## src/rtl/dbus_uncached_bridge.sv

```systemverilog
// Uncached data-bus to cache-bus bridge: turns one CPU data request into a single-beat
// bus transaction, one at a time, for MMIO and other uncached regions.

package dbus_uncached_bridge_pkg;

  typedef logic [2:0] msize_t;
  localparam msize_t MSIZE1 = 3'd0;
  localparam msize_t MSIZE2 = 3'd1;
  localparam msize_t MSIZE4 = 3'd2;
  localparam msize_t MSIZE8 = 3'd3;

  typedef logic [3:0] mlen_t;
  localparam mlen_t MLEN1 = 4'd0;

  typedef logic [1:0] axi_burst_t;
  localparam axi_burst_t AXI_BURST_FIXED = 2'b00;

  typedef struct packed {
    logic        valid;
    logic [31:0] addr;
    msize_t      size;
    logic [7:0]  strobe;
    logic [63:0] data;
  } dbus_req_t;

  typedef struct packed {
    logic        addr_ok;
    logic        data_ok;
    logic [63:0] data;
  } dbus_resp_t;

  typedef struct packed {
    logic        valid;
    logic        is_write;
    msize_t      size;
    logic [31:0] addr;
    logic [7:0]  strobe;
    logic [63:0] data;
    mlen_t       len;
    axi_burst_t  burst;
  } cbus_req_t;

  typedef struct packed {
    logic        ready;
    logic        last;
    logic [63:0] data;
  } cbus_resp_t;

endpackage

module dbus_uncached_bridge
  import dbus_uncached_bridge_pkg::*;
#(
  parameter bit MASK_READ = 1'b1
) (
  input  logic       clk,
  input  logic       resetn,
  input  dbus_req_t  dreq,
  output dbus_resp_t dresp,
  output cbus_req_t  creq,
  input  cbus_resp_t cresp
);

  localparam logic [1:0] IDLE = 2'd0;
  localparam logic [1:0] BUSY = 2'd1;
  localparam logic [1:0] RESP = 2'd2;

  logic [1:0]  state;
  logic [31:0] addr_q;
  msize_t      size_q;
  logic [7:0]  strobe_q;
  logic [63:0] wdata_q;
  logic [63:0] rdata_q;

  logic [63:0] byte_mask;
  logic [7:0]  span_end;
  logic [7:0]  span_start;
  logic        bus_done;

  // Bytes from the access offset up to offset+size are kept; the span is clipped at byte 7.
  always_comb begin
    byte_mask  = '0;
    span_start = {5'd0, addr_q[2:0]};
    span_end   = span_start + (8'd1 << size_q);
    for (int i = 0; i < 8; i++) begin
      if ((8'(i) >= span_start) && (8'(i) < span_end)) begin
        byte_mask[i*8 +: 8] = 8'hFF;
      end
    end
  end

  assign bus_done = cresp.ready && cresp.last;

  always_ff @(posedge clk or negedge resetn) begin
    if (!resetn) begin
      state    <= IDLE;
      addr_q   <= '0;
      size_q   <= MSIZE1;
      strobe_q <= '0;
      wdata_q  <= '0;
      rdata_q  <= '0;
    end else begin
      case (state)
        IDLE: begin
          if (dreq.valid) begin
            addr_q   <= dreq.addr;
            size_q   <= dreq.size;
            strobe_q <= dreq.strobe;
            wdata_q  <= dreq.data;
            state    <= BUSY;
          end
        end
        BUSY: begin
          // A ready beat without last is not a legal single-beat reply, so it is dropped.
          if (bus_done) begin
            if (|strobe_q) begin
              rdata_q <= '0;
            end else if (MASK_READ) begin
              rdata_q <= cresp.data & byte_mask;
            end else begin
              rdata_q <= cresp.data;
            end
            state <= RESP;
          end
        end
        RESP: begin
          state <= IDLE;
        end
        default: begin
          state <= IDLE;
        end
      endcase
    end
  end

  always_comb begin
    creq  = '0;
    dresp = '0;
    if (state == BUSY) begin
      creq.valid    = 1'b1;
      creq.is_write = |strobe_q;
      creq.size     = size_q;
      creq.addr     = addr_q;
      creq.strobe   = strobe_q;
      creq.data     = wdata_q;
      creq.len      = MLEN1;
      creq.burst    = AXI_BURST_FIXED;
    end
    if (state == RESP) begin
      dresp.addr_ok = 1'b1;
      dresp.data_ok = 1'b1;
      dresp.data    = rdata_q;
    end
  end

endmodule

```

## config.mk

```make
export PLATFORM = sky130hd
export DESIGN_NAME = dbus_uncached_bridge
export DESIGN_NICKNAME = d
export VERILOG_FILES = /design/src/rtl/dbus_uncached_bridge.sv
export SDC_FILE = /design/constraint.sdc
export NUM_CORES = 1
export LEC_CHECK = 0
export ABC_CLOCK_PERIOD_IN_PS = 2550
export CAP_MARGIN = 10
export CORE_ASPECT_RATIO = 1.4
export CORE_UTILIZATION = 31
export DETAILED_ROUTE_END_ITERATION = 16
export SLEW_MARGIN = 5
export SYNTH_ARGS = -nofsm -noshare
export SYNTH_HDL_FRONTEND = slang
export SYNTH_SLANG_ARGS = --single-unit
```

## constraint.sdc

```tcl
create_clock -name clk -period 2.55 [get_ports clk]
set_input_delay 0.765 -clock clk [delete_from_list [all_inputs] [get_ports clk]]
set_output_delay 0.765 -clock clk [all_outputs]
set_load 0.03 [all_outputs]
```

==> results of run 1 <==
-- synth_stat cells (2+ instances only) --
library cell,instances,area (µm²)
and2_1,172,1080
nor2_1,2,7.51
dfrtp_1,173,4330
mux2_2,107,1200
o21ai_0,10,50.1
inv_1,11,41.3
dlymetal6s2s_1,2,25.0
a21o_1,2,15.0
buf_2,10,50.1
nand3_1,5,25.0
nor2b_1,2,12.5
a311oi_4,3,78.8
nor3b_1,3,22.5
ha_1,3,37.5
nand4_1,3,18.8
a32o_2,8,90.1
nand2_1,10,37.5
nor4_4,2,42.5
clkbuf_1,25,93.8
a21boi_0,2,15.0
buf_4,7,52.6
a22o_1,48,420
-- per-layer routing --
layer,vias to the layer above,part of all wire [%],global-route usage (%)
li1,2868,-,-
met1,2984,38,19.4
met2,230,52,30.5
met3,23,7.9,5.94
met4,2,1.7,5.45
met5,-,0.058,0
-- through the flow --
stage	setup TNS [ps]	cells	hold slack, ps	total power, µW	util, %
after floorplan	0	633	442	8330	-
after global placement	0	1284	456	10900	45.7
after detailed placement	0	1284	467	11000	45.7
after CTS	0	1317	264	13600	48.0
after global routing	-481	1318	258	14200	48.2
final	0	1319	263	13400	48.2
-- state kept, by name (all words and copies together) (netlist names) --
register and flops:
strobe_q 8, wdata_q 64, addr_q 32, state 2
rdata_q 64, size_q 3
-- power groups by stage --
stage	Sequential (µW)	Clock, µW	Combinational, µW
2_1_floorplan	4040	0	4300
3_3_place_gp	4130	0	6790
3_5_place_dp	4170	0	6800
4_1_cts	4130	2600	6850
5_1_grt	4270	2700	7260
6_report	4120	2510	6820
-- area by class of cell --
cell class	instances	area share, %
tap	319	3.28
clock buffer	19	3.64
multi-input combinational	403	28.1
antenna	1	0.0205
timing repair buffer	379	28.1
inverter	12	0.370
sequential	173	35.5
clock inverter	13	0.934
-- final timing paths --
| path | start | end | slack, ps | cells after the start |
|---|---|---|---|---|
| setup / recovery | state[0] | creq[101] | 80 | 4 |
| hold / removal | resetn | rdata_q[8] | 260 | 1 |
| setup reg to reg | size_q[1] | rdata_q[35] | 200 | 7 |
| hold reg to reg | rdata_q[42] | rdata_q[42] | 470 | 2 |
| max in group asynchronous | resetn | wdata_q[57] | 1640 | 2 |
| min in group clk | rdata_q[42] | rdata_q[42] | 470 | 2 |
-- critical path, cell delays in order, from the launching register on --
cell	delay [ps]
dfrtp_1	420
nor2b_4	240
buf_12	250
and2_4	190
buf_4	150
-- cells by family (layout without fill, tap and decap cells) --
| logic type | count (synthesis) | in the layout | synth area share, % |
|---|---|---|---|
| compound gates | 81 | 81 | 9.81 |
| other cells | 1 | 7 | 0.0471 |
| fa+ha+maj | 4 | 4 | 0.723 |
| buf+inv | 57 | 423 | 3.49 |
| flops | 173 | 173 | 54.4 |
| simple gates | 204 | 204 | 16.3 |
| mux | 107 | 107 | 15.1 |
| xor+xnor | 1 | 1 | 0.110 |
-- repair_timing --
| action | CTS | global route |
|---|---|---|
| resized for setup | 4 | 11 |
| setup buffers | 1 | 1 |
| endpoints found under the setup margin | 55 | 54 |
| hold endpoints to repair | 0 | 0 |
| hold buffers | 0 | 0 |
| pin swaps | 0 | 2 |
==> impl_metrics.tcl, run 1 <==
set metrics [dict create \
    switching_power_as_a_share_of_total_power_pct 39.9 \
    die_area_um2 26300 \
    via_count 6107 \
    worst_setup_path_start_kind "flip-flop" \
    power_switching_uw 5370 \
    async_reset_ff_share_pct 100 \
    grt_setup_unrepaired "yes" \
    most_common_cell_after_layout_fill_and_taps_aside "buf_4" \
    run_status "finished clean" \
    grt_pass1_vias 6344 \
    routed_wl_um 22500 \
    layout.filler_cells 2406 \
    combined_flip_flop_and_latch_cell_area_um2 4330 \
    row_count 69 \
    worst-setup-path-type "reg -> out" \
    floorplan.die.height_um 192 \
    placed_area_um2 11600 \
    number_of_failing_setup_endpoints_in_the_final_timing_report 0 \
    drc_errors 0 \
    drt_first_pass_iters 4 \
    seq_power_share_pct 30.7 \
    place.gp.congestion 0.759 \
    areaGrowthSynthToFinish_pct 53.1 \
    synth.yosys.warnings 0 \
    fin_worst_skew_ps 10.6 \
    layout.cell_area.non_filler_um2 12200 \
    cellLeakagePower_uw 0.00562 \
    fmax_mhz 405 \
    ant_nets 0 \
    yosysSeqAreaShare_pct 54.4 \
    clockRootBuffer "clkbuf_16" \
    tritoncts "built" \
    overflow 0 \
    critical_path_required_ps 1790 \
    max_cap_viol_count 0 \
    power_density_nw_per_um2 1100 \
    num-nets-final 1166 \
    vias_per_instance 4.63 \
    internal-power_uw 8070 \
    slew_violations 0 \
    timing.final.crit_share_pct 96.8 \
    clock_sink_count 173 \
    dpl.hpwl_um 16600 \
    drive_gt1_share_pct 37.8 \
    netlist-cell-type-count 40 \
    port-buffer-count 350 \
    worstSkewPairLatency_ps 430 \
    worst_ep_arrival_time_ps 1700 \
    final.setup.worst_slack_ps 80.8 \
    worstHoldPathType "in -> async" \
    synth-seq-cells 173 \
    die_w_um 137 \
    tightestPinTransition_ps 485 \
    core-area_um2 25300 \
    wire_length_of_the_first_global_routing_pass_um 34700 \
    cts-htree-levels 4 \
    wl_per_cell_um 17.1 \
    grt_max_degree 59 \
    starting_drc_count_in_detailed_routing 240 \
    groute.usage.overall_pct 17.4 \
    design.portCount 357 \
    antenna_found_initial 2 \
    starting_density_of_the_core_pct 31.5 \
    maxSlewHeadroom_pct 67.3 \
    timing.critical_path.fanout_max 58 \
    p_clk_share_pct 18.6 \
    power.combinational.fraction_pct 50.7 \
    commonest_non_fill_non_tap_cells_in_the_layout "buf_4 (189), clkdlybuf4s50_1 (174), dfrtp_1 (172), and2_1 (167), mux2_2 (107)" \
    netlist_instances 628 \
    synth.cell_area_um2 7960 \
    clk_pin_slew_ps 70 \
    min_cycle_time_layout_ps 2470 \
    ctsLongestPathBuffers 2 \
    peakVddDrop_mv 0.669 \
    worstSetupEndpointType "primary output" \
    most_used_flip_flop_cell_after_synthesis "dfrtp_1" \
    syn-mean-instance-area_um2 12.7 \
    cts_buffers 17 \
    place_worst_setup_slack_ps 48.8 \
    area_of_the_multi_input_gates_um2 3420 \
    final_hold_viol_count 0 \
    number_of_synthesized_flops_with_an_enable_pin 0 \
]
Power figures use the tool's default switching activity.
==> run 2: changes to the inputs <==
--- a/config.mk
+++ b/config.mk
@@ -7,9 +7,12 @@
 export LEC_CHECK = 0
 export ABC_CLOCK_PERIOD_IN_PS = 2550
 export CAP_MARGIN = 10
+export CELL_PAD_IN_SITES_DETAIL_PLACEMENT = 2
+export CELL_PAD_IN_SITES_GLOBAL_PLACEMENT = 2
 export CORE_ASPECT_RATIO = 1.4
-export CORE_UTILIZATION = 31
+export CORE_UTILIZATION = 23
 export DETAILED_ROUTE_END_ITERATION = 16
+export PLACE_DENSITY_LB_ADDON = 0.1
 export SLEW_MARGIN = 5
 export SYNTH_ARGS = -nofsm -noshare
 export SYNTH_HDL_FRONTEND = slang
==> impl_metrics.tcl, run 2 (synthesis gave the netlist of run 1 again) <==
set metrics [dict create \
    seq_power_share_pct 27.9 \
    timing.setup.tns_ps 0 \
    worst_r2r_path_depth 7 \
    worstHoldPathType "in -> async" \
    tightestPinTransition_ps 753 \
    tritoncts "built" \
    maxSlewHeadroom_pct 49.8 \
    ant_nets 0 \
    starting_density_of_the_core_pct 23.4 \
    grt_pass1_vias 7171 \
    num-nets-final 1186 \
    drc_errors 0 \
    worst_setup_path_start_kind "flip-flop" \
    p_clk_share_pct 18.4 \
    final_hold_viol_count 0 \
    power_switching_uw 5860 \
    routed_wl_um 30000 \
    worst-setup-path-type "reg -> out" \
    die_area_um2 35400 \
    buffers_inverters_on_critical_path 4 \
    drt_first_pass_iters 4 \
    crit_path_top_delay_cell "dfrtp_2" \
    clockRootBuffer "clkbuf_16" \
    peakVddDrop_mv 0.542 \
    worst_ep_arrival_time_ps 1760 \
    min_cycle_time_layout_ps 2530 \
    wire_length_of_the_first_global_routing_pass_um 44000 \
    worstSkewPairLatency_ps 440 \
    vias_per_instance 4.35 \
    grt_setup_unrepaired "yes" \
    cellLeakagePower_uw 0.00597 \
    clock_sink_count 173 \
    power.combinational.fraction_pct 53.7 \
    layout_top_registers "rdata_q (64), wdata_q (64), addr_q (32)" \
    floorplan.die.height_um 222 \
    commonest_non_fill_non_tap_cells_in_the_layout "clkdlybuf4s50_1 (174), dfrtp_1 (172), and2_1 (116), mux2_2 (107), buf_6 (99)" \
    switching_power_as_a_share_of_total_power_pct 39.3 \
    internal-power_uw 9050 \
    port-buffer-count 350 \
    groute.usage.overall_pct 16.5 \
    max_cap_viol_count 0 \
    design.portCount 357 \
    number_of_failing_setup_endpoints_in_the_final_timing_report 0 \
    timing.critical_path.fanout_max 16 \
    timing.final.crit_share_pct 99.1 \
    cts-htree-levels 4 \
    fmax_mhz 396 \
    antenna-diode-count 0 \
    largest_stage_delay_worst_path_ps 430 \
    antenna_found_initial 2 \
    timing.critical_path.max_delay_family "buffers and inverters" \
    starting_drc_count_in_detailed_routing 234 \
    dpl.hpwl_um 20200 \
    overflow 0 \
    grt_max_degree 67 \
    ctsLongestPathBuffers 2 \
    slew_violations 0 \
    via_count 6386 \
    power_density_nw_per_um2 1120 \
    run_status "finished clean" \
    crit_chain "buf_4 > nor2b_4 > buf_12 > buf_12 > and2_1 > buf_4" \
    wl_per_cell_um 20.4 \
    place.gp.congestion 0.697 \
    clk_pin_slew_ps 70 \
    critical_path_required_ps 1790 \
    die_w_um 159 \
    path_depth 6 \
    areaGrowthSynthToFinish_pct 66.7 \
    cts_buffers 17 \
    row_count 80 \
    power_uw 14900 \
    most_common_cell_after_layout_fill_and_taps_aside "clkdlybuf4s50_1" \
    fin_worst_skew_ps 9.46 \
    core-area_um2 34000 \
    worstSetupEndpointType "primary output" \
    drive_gt1_share_pct 43.9 \
]
-- run 2: changes by cell type in the layout (fill, tap and decap cells not counted), moves of 3 or more --
cell,before,now
and2_4,6,57
buf_8,0,4
buf_16,0,3
buf_4,189,98
clkbuf_16,17,21
and2_1,167,116
buf_6,6,99
buf_12,10,17
inv_6,4,1
clkinv_2,5,1
-- run 2: cell type report --
| type | instances | area, µm² |
|---|---|---|
| timing repair buffer | 399 | 4180 |
| clock inverter | 9 | 136 |
| fill | 3540 | 20800 |
| tap | 451 | 564 |
| multi-input combinational | 403 | 3540 |
| sequential | 173 | 4330 |
| inverter | 12 | 45.0 |
| clock buffer | 22 | 464 |
-- run 2: power groups by stage --
stage          clock [µW]  sequential [µW]  combinational, µW
4_1_cts              2880             4150               7500
3_3_place_gp            0             4160               6880
3_5_place_dp            0             4210               6940
6_report             2740             4160               8010
2_1_floorplan           0             4040               4300
5_1_grt              2960             4290               8540
-- run 2: worst register-to-register path, cell delays in order, from the launching register on --
cell      delay [ps]
dfrtp_1          440
nor3b_2          300
ha_1             290
a21oi_1          250
a21o_1           450
a311oi_4         150
buf_4            200
a22o_1           190
-- run 2: what timing repair did --
action	in CTS	in global routing
pin swaps	0	17
buffers inserted	4	2
gates cloned	3	9
hold buffers	0	0
endpoints found under the setup margin	65	161
gates resized for setup	29	143
-- run 2: metal layers --
layer	vias to the layer above	global-route usage (%)	wire (µm)
met3	21	7.33	2620
met5	-	0	12
met4	2	4.56	312
li1	2902	-	-
met2	229	28.3	15700
met1	3232	18.4	11300
-- run 2: path summary, 6_finish.rpt --
kind	start	to	slack [ps]
setup / recovery	state[1]	dresp[58]	20
hold / removal	resetn	rdata_q[10]	290
setup reg to reg	size_q[1]	rdata_q[2]	160
hold reg to reg	rdata_q[47]	rdata_q[47]	480
max in group asynchronous	resetn	addr_q[21]	1650
min in group clk	rdata_q[47]	rdata_q[47]	480
-- run 2: per-stage QoR --
step	instance area, µm²	instances	setup WS, ps	hold WS [ps]	util, %
2_1_floorplan	7980	633	18.0	442	-
3_3_place_gp	11800	1420	14.2	455	34.6
3_5_place_dp	11800	1420	-15.5	468	34.6
4_1_cts	12600	1458	-1.62	293	37.1
5_1_grt	13300	1469	-54.1	303	39.0
6_report	13300	1469	23.5	292	39.0
